File: config.mk
export PLATFORM = sky130hd
export DESIGN_NAME = sdram_refresh_arbiter
export DESIGN_NICKNAME = d
export VERILOG_FILES = /design/src/rtl/sdram_refresh_arbiter.sv
export SDC_FILE = /design/constraint.sdc
export NUM_CORES = 1
export LEC_CHECK = 0
export CAP_MARGIN = 15
export CORE_MARGIN = 5
export CORE_UTILIZATION = 57
export DETAILED_ROUTE_END_ITERATION = 6
export PLACE_DENSITY = 0.92
export SYNTH_ARGS = -nofsm -noshare
export SYNTH_HDL_FRONTEND = slang
export SYNTH_SLANG_ARGS = --single-unit
export TNS_END_PERCENT = 10
File: constraint.sdc
create_clock -name CLOCK_50 -period 5.99 [get_ports CLOCK_50]
set_input_delay 1.198 -clock CLOCK_50 [delete_from_list [all_inputs] [get_ports CLOCK_50]]
set_output_delay 1.198 -clock CLOCK_50 [all_outputs]
set_load 0.005 [all_outputs]
File: src/rtl/sdram_refresh_arbiter.sv
// sdram_refresh_arbiter: SDRAM power-up init sequencer plus refresh/user arbiter for the command bus
// Ports: CLOCK_50 clock, resetN async active-low reset
//        user_req/user_gnt bus request and grant; user_cmd/user_addr/user_ba forwarded while granted
//        ref_urgent refresh debt at or above 4; init_done init sequence complete
//        sdram_cmd/sdram_addr/sdram_ba/sdram_cke registered SDRAM command bus
module sdram_refresh_arbiter #(
    parameter int          INIT_CYCLES  = 10000,
    parameter int          REF_INTERVAL = 390,
    parameter int          T_RP         = 2,
    parameter int          T_RFC        = 4,
    parameter int          T_MRD        = 2,
    parameter logic [12:0] MODE_REG     = 13'h0020
) (
    input  logic        CLOCK_50,
    input  logic        resetN,
    input  logic        user_req,
    output logic        user_gnt,
    input  logic [3:0]  user_cmd,
    input  logic [12:0] user_addr,
    input  logic [1:0]  user_ba,
    output logic        ref_urgent,
    output logic        init_done,
    output logic [3:0]  sdram_cmd,
    output logic [12:0] sdram_addr,
    output logic [1:0]  sdram_ba,
    output logic        sdram_cke
);
    localparam logic [3:0] CMD_NOP = 4'b0111;
    localparam logic [3:0] CMD_PRE = 4'b0010;
    localparam logic [3:0] CMD_REF = 4'b0001;
    localparam logic [3:0] CMD_LMR = 4'b0000;
    localparam int CW = $clog2(INIT_CYCLES + T_RP + T_RFC + T_MRD + 2);
    localparam int TW = $clog2(REF_INTERVAL + 1);
    typedef enum logic [2:0] {INIT_WAIT, INIT_PRE, INIT_REF, INIT_MRS, IDLE, GRANT, REF} state_t;
    state_t        state;
    logic [CW-1:0] cnt;
    logic [TW-1:0] timer;
    logic [3:0]    debt, debt_nx;
    logic          second_ref, tick, dec;
    // Each command state counts its NOP cycles in cnt; cnt reaching the T_* value issues the next command.
    always_comb begin
        tick    = init_done && timer == TW'(REF_INTERVAL - 1);
        dec     = state == REF && cnt == CW'(T_RFC);
        debt_nx = (tick && !dec && debt != 4'd8) ? debt + 4'd1 : (dec && !tick) ? debt - 4'd1 : debt;
    end
    always_ff @(posedge CLOCK_50 or negedge resetN) begin
        if (!resetN) begin
            state      <= INIT_WAIT;
            cnt        <= '0;
            timer      <= '0;
            debt       <= '0;
            second_ref <= 1'b0;
            user_gnt   <= 1'b0;
            init_done  <= 1'b0;
            ref_urgent <= 1'b0;
            sdram_cmd  <= CMD_NOP;
            sdram_addr <= '0;
            sdram_ba   <= '0;
            sdram_cke  <= 1'b0;
        end else begin
            sdram_cke  <= 1'b1;
            sdram_cmd  <= CMD_NOP;
            sdram_addr <= '0;
            sdram_ba   <= '0;
            cnt        <= cnt + CW'(1);
            debt       <= debt_nx;
            ref_urgent <= debt_nx >= 4'd4;
            if (init_done)
                timer <= tick ? '0 : timer + TW'(1);
            case (state)
                INIT_WAIT: if (cnt == CW'(INIT_CYCLES)) begin
                    state      <= INIT_PRE;
                    cnt        <= '0;
                    sdram_cmd  <= CMD_PRE;
                    sdram_addr <= 13'h0400;
                end
                INIT_PRE: if (cnt == CW'(T_RP)) begin
                    state      <= INIT_REF;
                    cnt        <= '0;
                    second_ref <= 1'b0;
                    sdram_cmd  <= CMD_REF;
                end
                INIT_REF: if (cnt == CW'(T_RFC)) begin
                    cnt <= '0;
                    if (!second_ref) begin
                        second_ref <= 1'b1;
                        sdram_cmd  <= CMD_REF;
                    end else begin
                        state      <= INIT_MRS;
                        sdram_cmd  <= CMD_LMR;
                        sdram_addr <= MODE_REG;
                    end
                end
                INIT_MRS: if (cnt == CW'(T_MRD)) begin
                    state     <= IDLE;
                    init_done <= 1'b1;
                end
                GRANT: if (user_req) begin
                    sdram_cmd  <= user_cmd;
                    sdram_addr <= user_addr;
                    sdram_ba   <= user_ba;
                end else begin
                    state    <= IDLE;
                    user_gnt <= 1'b0;
                end
                // The end of a refresh arbitrates directly so owed refreshes run back to back.
                IDLE, REF: if (state == IDLE || dec) begin
                    if (debt_nx != 4'd0) begin
                        state     <= REF;
                        cnt       <= '0;
                        sdram_cmd <= CMD_REF;
                    end else if (user_req) begin
                        state    <= GRANT;
                        user_gnt <= 1'b1;
                    end else begin
                        state <= IDLE;
                    end
                end
                default: state <= INIT_WAIT;
            endcase
        end
    end
endmodule
* After elaboration in Yosys (flattened, before gate mapping)
Index checks and enable logic that the tools add are counted.
** Operators by class
- Add/sub/neg operators :: 4
- $lt $le $gt $ge :: 1
- Equality and inequality tests :: 20
- Mux-type cells :: 42
- Reductions and logical operators :: 17
** Operators with widths (number)
- $mux 14 :: 5
- $pmux 14 s4 :: 1
- $pmux 13 s3 :: 1
- $mux 3 :: 12
- $pmux 4 s5 :: 1
- $ne 2x2->1 const B :: 9
- $pmux 3 s6 :: 1
- $add 14x1->14 const B :: 1
- $eq 14x14->1 const B :: 1
- $eq 14x2->1 const B :: 1
- $eq 14x3->1 const B :: 1
- $mux 13 :: 1
- $mux 4 :: 3
- $mux 6 :: 2
- $mux 11 :: 1
- $add 9x1->9 const B :: 1
- $eq 3x3->1 const B :: 3
- $eq 9x9->1 const B :: 1
- $mux 9 :: 1
- $mux 1 :: 8
- $reduce_and 7->1 :: 1
- $eq 3x2->1 const B :: 2
- $mux 2 :: 3
- $logic_and 1x1->1 :: 5
- other kinds (15) :: 18
** Word-level totals
- Register bits after elaboration :: 54
- Input bits :: 22
- Output and inout port bits :: 23

* Longest topological paths before layout
- Depth in word-level cells :: 10
- Mapped depth :: 12
- Depth with buffers taken out :: 9

* Worst setup path after synthesis
Ideal clock, no wire load.
- Path type :: register to register
- Start point :: reg cnt[9]
- End point :: reg cnt[0]
- Library setup time :: 0.073 ns
- Data arrival time :: 2.981 ns
- Required time :: 5.917 ns
- Path slack :: 2.936 ns
- Stages on the path, launching flop included :: 11
- Buffers on the path :: 3
- Period minus slack after synthesis :: 3.054 ns
- Cells stage by stage :: dfrtp_1 > or4_4 > or3b_4 > or3_2 > buf_2 > mux2i_1 > xor2_1 > or3b_1 > buf_6 > buf_12 > a21oi_2
** Between the ends
- Word-level cells in the longest chain between the ends :: 10
- Elaborated cells between the ends (all ways) :: 18
- Those cells by class :: 3 x eq/ne; 8 x mux; 7 x reduce/logical
** Ends and longest elaborated chain
- start, declared :: RTL line 36 : logic [CW-1:0] cnt;
- start signal, assigned :: RTL line 65 : cnt <= cnt + CW'(1);
- $eq 14x3->1 * :: RTL line 43 : dec = state == REF && cnt == CW'(T_RFC);
- $logic_and 1x1->1 * :: RTL line 43
- $logic_not 1->1 :: RTL line 44 : debt_nx = (tick && !dec && debt != 4'd8) ? debt + 4'd1 : (dec && !tick) ? debt - 4'd1 : debt;
- $logic_and 1x1->1 (2 in series) :: RTL line 44
- $mux 4 * :: RTL line 44
- named net debt_nx[3] :: RTL line 38 : logic [3:0] debt, debt_nx;
- $reduce_bool 4->1 * :: RTL line 108 : if (debt_nx != 4'd0) begin
- $mux 14 * :: RTL line 108
- $mux 14 * :: RTL line 107 : IDLE, REF: if (state == IDLE || dec) begin
- $pmux 14 s4 * :: RTL line 70 : case (state)
The timed path passes the listed nets; every way through them passes the cells marked *.
A chain may end at the register's enable or synchronous reset.

* Worst setup path after layout
- Start point :: reg cnt[9]
- End point :: reg cnt[1]
The elaborated chain is that of the path after synthesis.

==> summary.txt <==
Routing
  • Iter 0 DRT Violations: between 100 and 150
  • Vias per cell: roughly 5.8
  • Pre-antenna DRT Iters: 5
  • Drc violations: 0
  • DRT Wirelength: about 5.8 mm
  • Antenna Nets Post-Route: 0
  • Routed wire per std cell: between 15 and 20 µm
  • Number of vias in the routed layout: 2095

Logic synthesis
  • Post-Synthesis Cell Area: between 2000 and 3000 µm²
  • Post-synth top flop: dfrtp_1
  • Syn nets: 293
  • Post-synth EDFFs: 0
  • Mean Syn Cell Area: between 10 and 15 µm²
  • Yosys top cell area share: 47.6%
  • Seq/Total Area, Yosys: between 50 and 60%
  • Netlist cell types: 50
  • Cell taking the most area after synthesis: dfrtp_1
  • Synth warn: 0
  • Post-synthesis async set-or-reset flop share: 100%
  • FF+latch count, synth: 54
  • Post-synthesis cell count: 264
  • Synth top area cells: dfrtp_1, xor2_1, and2_1

Worst setup path
  • Flop-to-flop setup slack: roughly 2.6 ns
  • CP Launch Type: register
  • Setup CP Type: register to register
  • RR Startpoint: cnt[9]
  • CP Capture Type: register
  • Worst path required time: between 6 and 7 ns
  • FF-to-FF End: cnt[1]
  • Critical Path AT: 3.59 ns
  • FF-to-FF path depth: 7
  • Worst Path Max Fanout: 17

CTS
  • Clk buf depth: 2
  • Post-CTS setup buffer count: 0
  • Cts hold-fix bufs: 0
  • Clk_lat worst skew: 0.32 ns
  • CTS root buf: clkbuf_8
  • CTS buffer count: 5
  • Post-CTS sizing: 0
  • TritonCTS clock tree: done
  • Reg clk slew, reported paths: 0.09 ns
  • # clock sinks: 54
  • CTS H-tree lvls: 2

Global route
  • Gr usage total: 20.9%
  • Antenna violations before repair: 0
  • Vias in the first global route: around 2100
  • GRT overflow: 0
  • Pin count of the biggest net entering global routing: between 50 and 60
  • Global-route wire length before repair: roughly 10 mm

Power
  • Max VDD drop: 0.180 mV
  • Leak: 1.43 nW
  • Power Density: around 250 nW/µm²

Die
  • I/O pin cnt: 45
  • Site row count: 25
  • Core area: 4660 µm²
  • Initial core utilization: between 50% and 60%
  • Die height: between 70 and 80 µm
  • Die width: ~79 µm
  • Die area: around 6200 µm²

STA
  • Worst-Margin Slew: approximately 0.77 ns
  • Max Slew Vio Count: 0
  • RSZ-0062 raised after global routing: no
  • Fin Clk Skew: between 0.01 and 0.015 ns
  • Setup TNS Final: 0 ns
  • Final Setup Violations: 0
  • Final Hold Fails: 0
  • Max frequency: roughly 290 MHz
  • Final period utilization: around 57%
  • Max-slew headroom: 48.3%
  • Tmin final: roughly 3.4 ns

Finish
  • Fraction of layout cells with a size suffix above 1: 9.68%
  • Area of the multi-input gates: 1220 µm²
  • Fillers: around 320
  • Reg area: 1360 µm²
  • Layout area overhead: 21.5%
  • Final nets: 338
  • Fin cells: 364
  • Diodes inserted: 0

Worst hold path
  • Hold path start: cnt[0]
  • WHS Endpoint: cnt[0]
  • Hold crit path type: register to register
  • WHS Path Cells: 1

Flow run
  • Maxcap violations: 0

Place
  • Gpl congestion: between 0.9 and 1
  • Cell count after placement: about 360
  • Port Buffers: 44
  • HPWL after DPL: about 4.0 mm

Status
  • Outcome: completed
-- power breakdown --
part           leakage [nW]  switching (W)  internal, W
clock                0.0514       0.000122     0.000125
combinational         0.678      0.0000836    0.0000719
sequential            0.700      0.0000243     0.000390
total                  1.43       0.000230     0.000587
-- layout by cell type (no fill, tap or decap), types with 2 or more instances in the layout --
master           instances
a21boi_0                 3
a21oi_1                 14
a21oi_2                  7
a31oi_1                  3
and2_1                  15
and3_1                   3
buf_4                    4
clkbuf_8                 5
clkdlybuf4s50_1         43
dfrtp_1                 51
dfstp_2                  3
ha_1                     7
inv_1                   10
nand2_1                 24
nand2b_1                 3
nand3_1                 14
nand3b_1                 2
nand4_1                  7
nand4b_1                 2
nor2_1                  17
nor2b_1                  2
nor3_1                   6
nor4_1                   2
o21ai_0                  9
o311ai_0                 2
or3_1                    3
or4_1                    2
or4_4                    2
xnor2_1                  8
xor2_1                  14
-- layer usage --
metal  routed length, µm  share of wire [%]  global-route usage (%)  vias to the layer above
met3                 312                5.3                    5.28                       12
met5                   0                  0                       0                        -
met2                2970                 51                    34.9                       70
met1                2440                 42                    26.2                     1009
li1                    -                  -                       -                     1004
met4                 125                2.1                    7.52                        0
-- sequential cells by signal, summed over array words and instances (netlist names) --
register    flops
sdram_cke       1
sdram_cmd       4
debt            4
init_done       1
second_ref      1
ref_urgent      1
sdram_addr     13
state           3
timer           9
user_gnt        1
sdram_ba        2
cnt            14
-- cell usage after synthesis, types with 3 or more instances --
cell type,instances
a21boi_0,3
a21oi_1,14
a21oi_2,7
a31oi_1,3
and2_1,15
and3_1,3
buf_2,3
clkbuf_1,5
dfrtp_1,51
dfstp_2,3
ha_1,7
inv_1,10
nand2_1,24
nand2b_1,3
nand3_1,14
nand4_1,7
nor2_1,17
nor3_1,6
o21ai_0,9
or3_1,3
xnor2_1,8
xor2_1,14
-- area by class of cell --
cell class	instances	share of cell area, %
timing repair buffer	48	14.3
clock inverter	2	1.15
multi-input combinational	190	37.6
tap	54	2.07
sequential	54	41.6
clock buffer	6	2.23
inverter	10	1.15
-- worst max path at each step --
stage	slack (ns)	cells after the start	endpoint	startpoint
final	2.55	7	cnt[1]	cnt[9]
after global routing	2.43	7	cnt[1]	cnt[9]
after CTS	2.60	7	cnt[1]	cnt[9]
after detailed placement	2.59	7	user_gnt	cnt[9]
after global placement	2.69	7	cnt[1]	cnt[8]
after floorplan	2.94	10	cnt[0]	cnt[9]
-- through the flow --
stage                     total power [W]  area (µm²)  util [%]  hold slack, ns  setup slack [ns]
after global placement           0.000567        3150      67.6           0.473              2.69
final                            0.000816        3260      70.0           0.500              2.55
after floorplan                  0.000510        2680         -           0.450              2.94
after global routing             0.000853        3260      70.0           0.529              2.43
after detailed placement         0.000574        3150      67.6           0.495              2.59
after CTS                        0.000818        3260      70.0           0.506              2.60
-- kinds of logic (layout without fill, tap and decap cells) --
group / count (synthesis) / after routing / synth area share (%)
xor gates and xnor gates: 22 / 22 / 7.18
and+or+nand+nor: 110 / 110 / 22.2
other: 1 / 1 / 0.140
adders and majority gates: 7 / 7 / 3.26
buffers and inverters: 20 / 66 / 3.82
AOI/OAI and AO/OA: 48 / 48 / 12.1
muxes: 2 / 2 / 0.793
DFF: 54 / 54 / 50.5
-- critical path, cell delays in order (launching register included) --
cell and delay (ns):
dfrtp_1 0.45, or4_4 0.54, or3b_4 0.45, or3_2 0.55, mux2i_1 0.20, xor2_1 0.25, or3b_1 0.66, a21boi_0 0.19
Power figures use the tool's default switching activity.
==> RTL change, RTL diff (same settings) <==
Change the parameter `REF_INTERVAL` from 390 to 780.
--- a/src/rtl/sdram_refresh_arbiter.sv
+++ b/src/rtl/sdram_refresh_arbiter.sv
@@ -5,7 +5,7 @@
 //        sdram_cmd/sdram_addr/sdram_ba/sdram_cke registered SDRAM command bus
 module sdram_refresh_arbiter #(
     parameter int          INIT_CYCLES  = 10000,
-    parameter int          REF_INTERVAL = 390,
+    parameter int          REF_INTERVAL = 780,
     parameter int          T_RP         = 2,
     parameter int          T_RFC        = 4,
     parameter int          T_MRD        = 2,
Formal check against the unedited RTL: no difference found for any inputs over 10 cycles, from zero or initial values and one cycle with resetN low; that may be too few to reach the edited logic, so the function may still have changed.
==> RTL change against the original RTL <==
  * Cell area up 3.6%
  * Maximum frequency is 24% higher
  * Die area grew 3.7%
  * Core utilization up 1.1 points
  * Worst setup slack improved by 0.67 ns
  * Sequential cell count rose by 1
  * Synthesized area rose by 4.2%
  * Routed wire length rose by 3.3%
  * Critical path depth down 1
Power is not compared: it rests on default switching activity, and its combinational part moved more than twofold at a synthesized area within 25%.
==> RTL change: results (changes against the original RTL) <==
synthesis:
  synth_fa_ha_area_frac: 0.0268  # -0.00580
  muxShareOfSynthArea: 0.00761  # -0.000323
  yosys-top-cells-count: "dfrtp_1 (52), nor2_1 (39), nand2_1 (35), nand3_1 (16), and2_1 (15)"
  seq_area_frac_synth: 0.494  # -0.0116
  synth_compound_area_frac: 0.110  # -0.0107
  avgSynthCellArea_sq_um: 9.71  # -4.4%
timing:
  slew-limit-headroom: 0.490  # +0.00696
  clock_skew_ns: 0.0121  # +0.00143 ns
setup_path:
  worst_ep_arrival_time_ns: 2.94  # -0.65 ns
  crit_fanout: 14  # -3
  r2r_end: "cnt[4]"
  crit_path_top_delay_cell: "nor3_1"
  reg2reg_from: "timer[5]"
route:
  routed_via_density: 5.62  # -2.4%
  wl_per_cell_um: 15.0  # -6.5%
  drt-total-wl_um: 6030  # +3.3%
  drt_iter0_markers: 142  # -1.4%
placed_design:
  dp_hpwl_um: 4510  # +12%
min_path:
  hold_end: "user_gnt"
global_routing:
  grt.total_usage: 0.208  # -0.00138
  grt_max_degree: 56  # +1.8%
  gr-usage-met3: 0.0508  # -0.00196
final_layout:
  final_net_count: 362  # +7.1%
  layout-drive-gt1-share: 0.0776  # -0.0192
outcome:
  status: "complete, no violations"
RTL change: cell types whose count changed in the layout (fill, tap and decap cells not counted), moves of 3 or more:
cell,change
a21oi_2,-7
xnor2_1,+4
or3_1,-3
nor2_1,+22
nor2_2,+3
a21boi_0,-3
a21oi_1,-10
buf_4,-3
and3_1,+3
o211ai_1,+5
nand2_1,+11
xor2_1,-5
RTL change: worst max-delay path by stage:
stage                        start           end  slack (ns)
after global placement    user_req  sdram_cmd[3]        3.20
after floorplan           timer[5]       cnt[11]        3.64
after global routing      timer[5]        cnt[4]        2.98
after CTS                 timer[5]        cnt[4]        3.23
after detailed placement  user_req  sdram_cmd[3]        3.14
final                     timer[5]        cnt[4]        3.22
RTL change: layout make-up:
cell class | instances | area [sq um] | share of cell area
Clock buffer | 7 | 76.3 | 0.0226
Multi-Input combinational cell | 217 | 1350 | 0.399
Sequential cell | 55 | 1380 | 0.409
Timing Repair Buffer | 45 | 443 | 0.131
Tap cell | 67 | 83.8 | 0.0248
Inverter | 10 | 37.5 | 0.0111
Clock inverter | 1 | 7.51 | 0.00222
RTL change: through the flow:
stage          power (mW)  hold slack [ns]
4_1_cts             0.656            0.539
3_5_place_dp        0.463            0.518
6_report            0.652            0.531
5_1_grt             0.679            0.584
2_1_floorplan       0.417            0.484
3_3_place_gp        0.461            0.503
RTL change: where the power goes:
group,internal [mW],total (mW),switching (mW)
Sequential,0.383,0.390,0.00686
Clock,0.0829,0.196,0.113
Combinational,0.0380,0.0654,0.0274
RTL change: worst min-delay path, stage by stage, from the launching register on:
cell and delay [ns]:
dfrtp_1 0.35, o31ai_1 0.07, o21ai_0 0.07
RTL change: per-layer routing:
layer,wire length [um],up-vias
li1,-,1090
met1,2530,1102
met2,3150,53
met3,227,13
met4,121,0
met5,0,-
